$ cat config.mk
export PLATFORM = sky130hd
export DESIGN_NAME = imm_gen_pipe_flat
export DESIGN_NICKNAME = d
export VERILOG_FILES = /design/src/rtl/imm_gen_pkg.sv /design/src/rtl/imm_gen_pipe_if.sv /design/src/rtl/imm_decode.sv /design/src/rtl/imm_gen_pipe.sv /design/src/flat_wrapper.sv
export SDC_FILE = /design/constraint.sdc
export NUM_CORES = 1
export LEC_CHECK = 0
export ABC_AREA = 1
export CAP_MARGIN = 10
export CORE_ASPECT_RATIO = 1.75
export CORE_MARGIN = 5
export CORE_UTILIZATION = 47
export DETAILED_ROUTE_END_ITERATION = 6
export GPL_TIMING_DRIVEN = 0
export PLACE_DENSITY = 0.73
export SKIP_CTS_REPAIR_TIMING = 1
export SLEW_MARGIN = 40
export SYNTH_ARGS = -nofsm -noshare
export SYNTH_HDL_FRONTEND = slang
export SYNTH_SLANG_ARGS = --single-unit
$ cat constraint.sdc
create_clock -name clk -period 2.5 [get_ports clk]
set_clock_uncertainty 0.2 [all_clocks]
set_input_delay 0.25 -clock clk [delete_from_list [all_inputs] [get_ports clk]]
set_output_delay 0.25 -clock clk [all_outputs]
set_load 0.02 [all_outputs]
$ cat src/rtl/imm_gen_pkg.sv
// Shared definitions for the pipelined immediate generator.
//   FMT_*  : immediate format codes presented on out_fmt.
//   OPC_*  : RV32/RV64 major opcodes recognised by the decoder.
// The result record (imm_res_t) depends on the XLEN/TAG_W parameters of the
// instantiating module, so it is declared there rather than here.
package imm_gen_pkg;

  localparam logic [2:0] FMT_NONE = 3'd0;
  localparam logic [2:0] FMT_I    = 3'd1;
  localparam logic [2:0] FMT_S    = 3'd2;
  localparam logic [2:0] FMT_B    = 3'd3;
  localparam logic [2:0] FMT_U    = 3'd4;
  localparam logic [2:0] FMT_J    = 3'd5;

  localparam logic [6:0] OPC_LOAD   = 7'b0000011;
  localparam logic [6:0] OPC_OP_IMM = 7'b0010011;
  localparam logic [6:0] OPC_JALR   = 7'b1100111;
  localparam logic [6:0] OPC_SYSTEM = 7'b1110011;
  localparam logic [6:0] OPC_STORE  = 7'b0100011;
  localparam logic [6:0] OPC_BRANCH = 7'b1100011;
  localparam logic [6:0] OPC_LUI    = 7'b0110111;
  localparam logic [6:0] OPC_AUIPC  = 7'b0010111;
  localparam logic [6:0] OPC_JAL    = 7'b1101111;
  localparam logic [6:0] OPC_OP     = 7'b0110011;
  localparam logic [6:0] OPC_OP_32  = 7'b0111011;

endpackage

$ cat src/rtl/imm_gen_pipe_if.sv
// Handshake bundle for imm_gen_pipe.
//   flush                     : discard all buffered entries
//   in_valid/in_ready         : instruction input channel (in_instr, in_tag)
//   out_valid/out_ready       : result output channel (out_imm, out_fmt, out_illegal, out_tag)
// master = producer/consumer side (drives inputs), slave = imm_gen_pipe.
interface imm_gen_pipe_if #(
  parameter int unsigned XLEN  = 32,
  parameter int unsigned TAG_W = 32
);
  logic             flush;
  logic             in_valid;
  logic             in_ready;
  logic [31:0]      in_instr;
  logic [TAG_W-1:0] in_tag;
  logic             out_valid;
  logic             out_ready;
  logic [XLEN-1:0]  out_imm;
  logic [2:0]       out_fmt;
  logic             out_illegal;
  logic [TAG_W-1:0] out_tag;

  modport master (
    output flush, in_valid, in_instr, in_tag, out_ready,
    input  in_ready, out_valid, out_imm, out_fmt, out_illegal, out_tag
  );

  modport slave (
    input  flush, in_valid, in_instr, in_tag, out_ready,
    output in_ready, out_valid, out_imm, out_fmt, out_illegal, out_tag
  );
endinterface

$ cat src/rtl/imm_decode.sv
// Combinational RISC-V immediate decoder.
//   instr_i   : 32-bit instruction word
//   imm_o     : immediate, sign-extended from instr_i[31] to XLEN
//   fmt_o     : FMT_* format code
//   illegal_o : opcode not recognised (R-type is legal with FMT_NONE)
module imm_decode
  import imm_gen_pkg::*;
#(
  parameter int unsigned XLEN = 32
) (
  input  logic [31:0]     instr_i,
  output logic [XLEN-1:0] imm_o,
  output logic [2:0]      fmt_o,
  output logic            illegal_o
);

  logic [31:0] imm32;
  logic        sgn;

  assign sgn = instr_i[31];

  always_comb begin
    imm32     = '0;
    fmt_o     = FMT_NONE;
    illegal_o = 1'b0;
    case (instr_i[6:0])
      OPC_LOAD, OPC_OP_IMM, OPC_JALR, OPC_SYSTEM: begin
        imm32 = {{20{sgn}}, instr_i[31:20]};
        fmt_o = FMT_I;
      end
      OPC_STORE: begin
        imm32 = {{20{sgn}}, instr_i[31:25], instr_i[11:7]};
        fmt_o = FMT_S;
      end
      OPC_BRANCH: begin
        imm32 = {{19{sgn}}, instr_i[31], instr_i[7], instr_i[30:25], instr_i[11:8], 1'b0};
        fmt_o = FMT_B;
      end
      OPC_LUI, OPC_AUIPC: begin
        imm32 = {instr_i[31:12], 12'b0};
        fmt_o = FMT_U;
      end
      OPC_JAL: begin
        imm32 = {{11{sgn}}, instr_i[31], instr_i[19:12], instr_i[20], instr_i[30:21], 1'b0};
        fmt_o = FMT_J;
      end
      OPC_OP:    illegal_o = 1'b0;
      // OP-32 only exists on RV64.
      OPC_OP_32: illegal_o = (XLEN != 64);
      default:   illegal_o = 1'b1;
    endcase
  end

  // Every 32-bit immediate is already sign-correct; widen by replicating bit 31.
  if (XLEN > 32) begin : g_sext
    assign imm_o = {{(XLEN-32){imm32[31]}}, imm32};
  end else begin : g_nosext
    assign imm_o = imm32;
  end

endmodule

$ cat src/rtl/imm_gen_pipe.sv
// Pipelined immediate generator: decodes the incoming instruction and stores
// only the decoded result in a 2-entry skid buffer (main + skid).
//   clk  : clock
//   rst  : synchronous active-high reset
//   bus  : imm_gen_pipe_if.slave (flush, in_* channel, out_* channel)
// Outputs are driven straight from the main entry; in_ready depends only on
// buffer state and rst, never on out_ready.
module imm_gen_pipe
  import imm_gen_pkg::*;
#(
  parameter int unsigned XLEN  = 32,
  parameter int unsigned TAG_W = 32
) (
  input logic          clk,
  input logic          rst,
  imm_gen_pipe_if.slave bus
);

  typedef struct packed {
    logic [XLEN-1:0]  imm;
    logic [2:0]       fmt;
    logic             illegal;
    logic [TAG_W-1:0] tag;
  } imm_res_t;

  typedef enum logic [1:0] {StEmpty, StOne, StTwo} state_e;

  state_e   state_q, state_d;
  imm_res_t main_q, main_d;
  imm_res_t skid_q, skid_d;
  imm_res_t dec_res;
  logic     in_ready;
  logic     out_valid;
  logic     accept;
  logic     pop;

  imm_decode #(
    .XLEN(XLEN)
  ) u_decode (
    .instr_i  (bus.in_instr),
    .imm_o    (dec_res.imm),
    .fmt_o    (dec_res.fmt),
    .illegal_o(dec_res.illegal)
  );
  assign dec_res.tag = bus.in_tag;

  assign in_ready  = (state_q != StTwo) && !rst;
  assign out_valid = (state_q != StEmpty);
  // Flush wins over accept, so an instruction offered alongside flush is dropped.
  assign accept    = bus.in_valid && in_ready && !bus.flush;
  assign pop       = out_valid && bus.out_ready;

  always_comb begin
    state_d = state_q;
    main_d  = main_q;
    skid_d  = skid_q;
    if (bus.flush) begin
      state_d = StEmpty;
    end else begin
      unique case (state_q)
        StEmpty: begin
          if (accept) begin
            main_d  = dec_res;
            state_d = StOne;
          end
        end
        StOne: begin
          if (accept && pop) begin
            main_d = dec_res;
          end else if (accept) begin
            skid_d  = dec_res;
            state_d = StTwo;
          end else if (pop) begin
            state_d = StEmpty;
          end
        end
        StTwo: begin
          if (pop) begin
            main_d  = skid_q;
            state_d = StOne;
          end
        end
        default: state_d = StEmpty;
      endcase
    end
  end

  always_ff @(posedge clk) begin
    if (rst) begin
      state_q <= StEmpty;
      main_q  <= '0;
      skid_q  <= '0;
    end else begin
      state_q <= state_d;
      main_q  <= main_d;
      skid_q  <= skid_d;
    end
  end

  assign bus.in_ready    = in_ready;
  assign bus.out_valid   = out_valid;
  assign bus.out_imm     = main_q.imm;
  assign bus.out_fmt     = main_q.fmt;
  assign bus.out_illegal = main_q.illegal;
  assign bus.out_tag     = main_q.tag;

endmodule

$ cat src/flat_wrapper.sv
// flat-port wrapper written by rule: the top's interface ports become plain ports
module imm_gen_pipe_flat import imm_gen_pkg::*;
#(
  parameter int unsigned XLEN  = 32,
  parameter int unsigned TAG_W = 32
)
  (clk, rst, bus_flush, bus_in_valid, bus_in_instr, bus_in_tag, bus_out_ready, bus_in_ready, bus_out_valid, bus_out_imm, bus_out_fmt, bus_out_illegal, bus_out_tag);
  imm_gen_pipe_if #(.XLEN(XLEN), .TAG_W(TAG_W)) bus_i ();
  input logic clk;
  input logic rst;
  input wire logic [$bits(bus_i.flush)-1:0] bus_flush;
  input wire logic [$bits(bus_i.in_valid)-1:0] bus_in_valid;
  input wire logic [$bits(bus_i.in_instr)-1:0] bus_in_instr;
  input wire logic [$bits(bus_i.in_tag)-1:0] bus_in_tag;
  input wire logic [$bits(bus_i.out_ready)-1:0] bus_out_ready;
  output wire logic [$bits(bus_i.in_ready)-1:0] bus_in_ready;
  output wire logic [$bits(bus_i.out_valid)-1:0] bus_out_valid;
  output wire logic [$bits(bus_i.out_imm)-1:0] bus_out_imm;
  output wire logic [$bits(bus_i.out_fmt)-1:0] bus_out_fmt;
  output wire logic [$bits(bus_i.out_illegal)-1:0] bus_out_illegal;
  output wire logic [$bits(bus_i.out_tag)-1:0] bus_out_tag;
  assign bus_i.flush = bus_flush;
  assign bus_i.in_valid = bus_in_valid;
  assign bus_i.in_instr = bus_in_instr;
  assign bus_i.in_tag = bus_in_tag;
  assign bus_i.out_ready = bus_out_ready;
  assign bus_in_ready = bus_i.in_ready;
  assign bus_out_valid = bus_i.out_valid;
  assign bus_out_imm = bus_i.out_imm;
  assign bus_out_fmt = bus_i.out_fmt;
  assign bus_out_illegal = bus_i.out_illegal;
  assign bus_out_tag = bus_i.out_tag;
  imm_gen_pipe #(.XLEN(XLEN), .TAG_W(TAG_W)) u_core (.clk(clk), .rst(rst), .bus(bus_i));
endmodule
==> results.py <==
metrics = {
    "sta": {
        "max_slew.worst_pin.slew_ps": 548,
        "timing.max_slew.rel_slack_pct": 63.5,
        "max_freq_mhz": 461,
        "finalSetupViolCount": 0,
        "final_setup_margin_ps": 332,
        "timing.final.max_slew_violations": 0,
        "whs_ps": 179,
        "hold_viol": 0,
        "rsz0062_at_grt": "no",
        "fin_crit_sh_pct": 86.7,
        "final.min_clock_period_ps": 2170,
    },
    "clocking": {
        "htree_num_levels": 4,
        "clock_path_buffers": 2,
        "tritoncts": "done",
        "path_clk_slew_ps": 60,
        "clkSinkCount": 138,
        "cts_buffers": 17,
        "clock_latency_ps": 420,
        "clock-root-buffer": "sky130_fd_sc_hd__clkbuf_16",
    },
    "layout": {
        "antenna_cells_inserted": 0,
        "nFillCells": 1347,
        "post_route_cells_drive_above_1_share_pct": 6.40,
        "most-common-layout-cells": "sky130_fd_sc_hd__nor2_1 (238), sky130_fd_sc_hd__nand2_1 (216), sky130_fd_sc_hd__dfxtp_1 (138)",
        "multi_input_area_um2": 3130,
        "layout.cells.most_common": "sky130_fd_sc_hd__nor2_1",
        "area.sequential_um2": 2760,
        "fin_nets": 1245,
        "area_growth_syn_to_layout_pct": 33.4,
    },
    "detailed_routing": {
        "firstDrtPassIters": 5,
        "wirelength_um": 19700,
        "drc": 0,
        "initialDrtViolationCount": 366,
        "num_vias": 6813,
        "final_antenna_net_count": 0,
        "post_drt_via_cell_ratio": 4.99,
        "drt-wirelength-per-cell_um": 14.4,
    },
    "floorplanning": {
        "die-width_um": 99.3,
        "rows": 57,
        "dieArea_um2": 16500,
        "initial_core_util_pct": 47.4,
        "ios": 139,
        "placeableCoreArea_um2": 13800,
        "die_h_um": 166,
    },
    "power": {
        "power_density_nw_per_um2": 624,
        "ir_worst_vdd_v": 0.000451,
        "leakage_nw": 4.00,
        "total_power_w": 0.00546,
    },
    "setup_path": {
        "timing.rr.end": "u_core.bus.out_imm[27]",
        "path_max_fanout": 10,
        "rr_worst_depth": 8,
        "timing.reg2reg.setup_slack_ps": 430,
        "setup_crit_end_kind": "register",
        "required_time_at_the_worst_slack_endpoint_ps": 2600,
        "cp-start-kind": "input port",
        "reg2reg_from": "u_core.state_q[1]",
        "worstPathArrival_ps": 2270,
        "path_class": "input port to register",
    },
    "logic_synthesis": {
        "ys.flop_type": "sky130_fd_sc_hd__dfxtp_1",
        "yosys-top-cells-area": "sky130_fd_sc_hd__dfxtp_1 (42%), sky130_fd_sc_hd__nor2_1 (14%), sky130_fd_sc_hd__nand2_1 (12%)",
        "synth-warning-count": 0,
        "synthesis.area_um2": 6560,
        "synth_cell_type_count": 26,
        "seq_area_frac_synth_pct": 42.1,
        "synth_seq_cells": 138,
        "netlist_instances": 1021,
        "postSynth.asyncResetShare_pct": 0,
        "mappedNetlistNets": 1090,
        "synth.avg_cell_area_um2": 6.43,
        "dominant_cell_type_by_area_after_synthesis": "sky130_fd_sc_hd__dfxtp_1",
        "number_of_synthesized_flops_with_an_enable_pin": 0,
        "synth_top_area_share_pct": 42.1,
    },
    "placement": {
        "portBuffers": 136,
        "gp_routability_congestion": 0.898,
        "detailed_place_hpwl_um": 14800,
        "preCtsSetupSlack_ps": 94.1,
    },
    "global_routing": {
        "grt_max_degree": 17,
        "first_global_vias": 6980,
        "grt_first_pass_wirelength_um": 33100,
        "grt_overflow": 0,
        "grt_antenna_before_repair": 0,
        "track_usage_pct": 24.8,
    },
    "min_path": {
        "min_delay_path_class": "input port to register",
        "worst_hold_path.endpoint": "u_core.skid_q[34]",
        "hold_path_depth": 4,
        "hold_path.startpoint": "bus_in_instr[4]",
    },
    "flow_run": {
        "maxCapViolations": 0,
    },
    "status": {
        "status": "finished clean",
    },
}
## how the worst max path moves through the flow
stage / from / end / slack [ps] / depth (start not counted)
finish: rst / u_core.bus.out_imm[27] / 330 / 11
global route: rst / u_core.bus.out_imm[28] / 170 / 11
CTS: u_core.state_q[1] / bus_in_ready / -290 / 6
detailed placement: bus_in_instr[3] / u_core.bus.out_imm[29] / 90 / 10
global placement: bus_in_instr[3] / u_core.bus.out_imm[21] / 90 / 10
floorplan: rst / u_core.bus.out_tag[10] / 860 / 11
## cell families after synthesis
kind of cell           Yosys count  synth area share [%]
and+or+nand+nor                515                  31.1
AOI/OAI and AO/OA              214                  16.6
buffers and inverters          154                  10.2
DFF                            138                  42.1
## layout make-up
cell class                 count  share of cell area, %
multi-input combinational    729                   35.8
sequential                   138                   31.6
timing repair buffer         137                   15.7
clock buffer                  17                   4.86
buffer                        69                   4.03
inverter                      84                   3.60
tap                          177                   2.53
clock inverter                14                   1.97
## sequential cells by signal (all words and copies together), names as in the netlist
name                    flops
u_core.skid_q              68
u_core.bus.out_tag         32
u_core.bus.out_illegal      1
u_core.bus.out_fmt          3
u_core.state_q              2
u_core.bus.out_imm         32
## worst max-delay path, cell delays in order
cell	delay, ps
sky130_fd_sc_hd__dlygate4sd3_1	530
sky130_fd_sc_hd__buf_4	180
sky130_fd_sc_hd__nor2_4	110
sky130_fd_sc_hd__nand2_2	70
sky130_fd_sc_hd__clkinv_1	70
sky130_fd_sc_hd__nand3_2	100
sky130_fd_sc_hd__a21oi_4	320
sky130_fd_sc_hd__inv_2	100
sky130_fd_sc_hd__clkbuf_1	280
sky130_fd_sc_hd__nor2_1	190
sky130_fd_sc_hd__a21oi_1	80
## per-layer routing
layer | up-vias | routed length, um | GRT usage, %
li1 | 3525 | - | -
met1 | 3037 | 7520 | 26.6
met2 | 201 | 10500 | 46.2
met3 | 50 | 907 | 4.25
met4 | 0 | 696 | 11.0
met5 | - | 0 | 0
## synth_stat cells (2+ instances only)
library cell and n:
sky130_fd_sc_hd__inv_2 5, sky130_fd_sc_hd__nand3_2 2, sky130_fd_sc_hd__nor2_4 2, sky130_fd_sc_hd__nand3_1 49, sky130_fd_sc_hd__nand2_1 216, sky130_fd_sc_hd__nor2_2 2
sky130_fd_sc_hd__buf_2 15, sky130_fd_sc_hd__nand2_2 4, sky130_fd_sc_hd__nor3_1 2, sky130_fd_sc_hd__a21oi_1 71, sky130_fd_sc_hd__nor2_1 238, sky130_fd_sc_hd__buf_4 7
sky130_fd_sc_hd__clkbuf_1 35, sky130_fd_sc_hd__o21ai_1 14, sky130_fd_sc_hd__inv_1 78, sky130_fd_sc_hd__o21ai_0 124, sky130_fd_sc_hd__buf_6 6, sky130_fd_sc_hd__dfxtp_1 138
sky130_fd_sc_hd__buf_1 6
## where the power goes
part | switching, W | internal [W]
clock network | 0.00100 | 0.00157
logic | 0.000326 | 0.000275
registers | 0.0000320 | 0.00226
## metrics by stage
stage               setup TNS (ps)  instance area (um^2)  instances  utilization [%]
finish                           0                  8760       1365             63.3
detailed placement               0                  8150       1334             58.9
CTS                           -289                  8740       1365             63.2
global route                     0                  8760       1365             63.3
floorplan                        0                  6560       1021                -
global placement                 0                  8150       1334             58.9
Power figures use the tool's default switching activity.
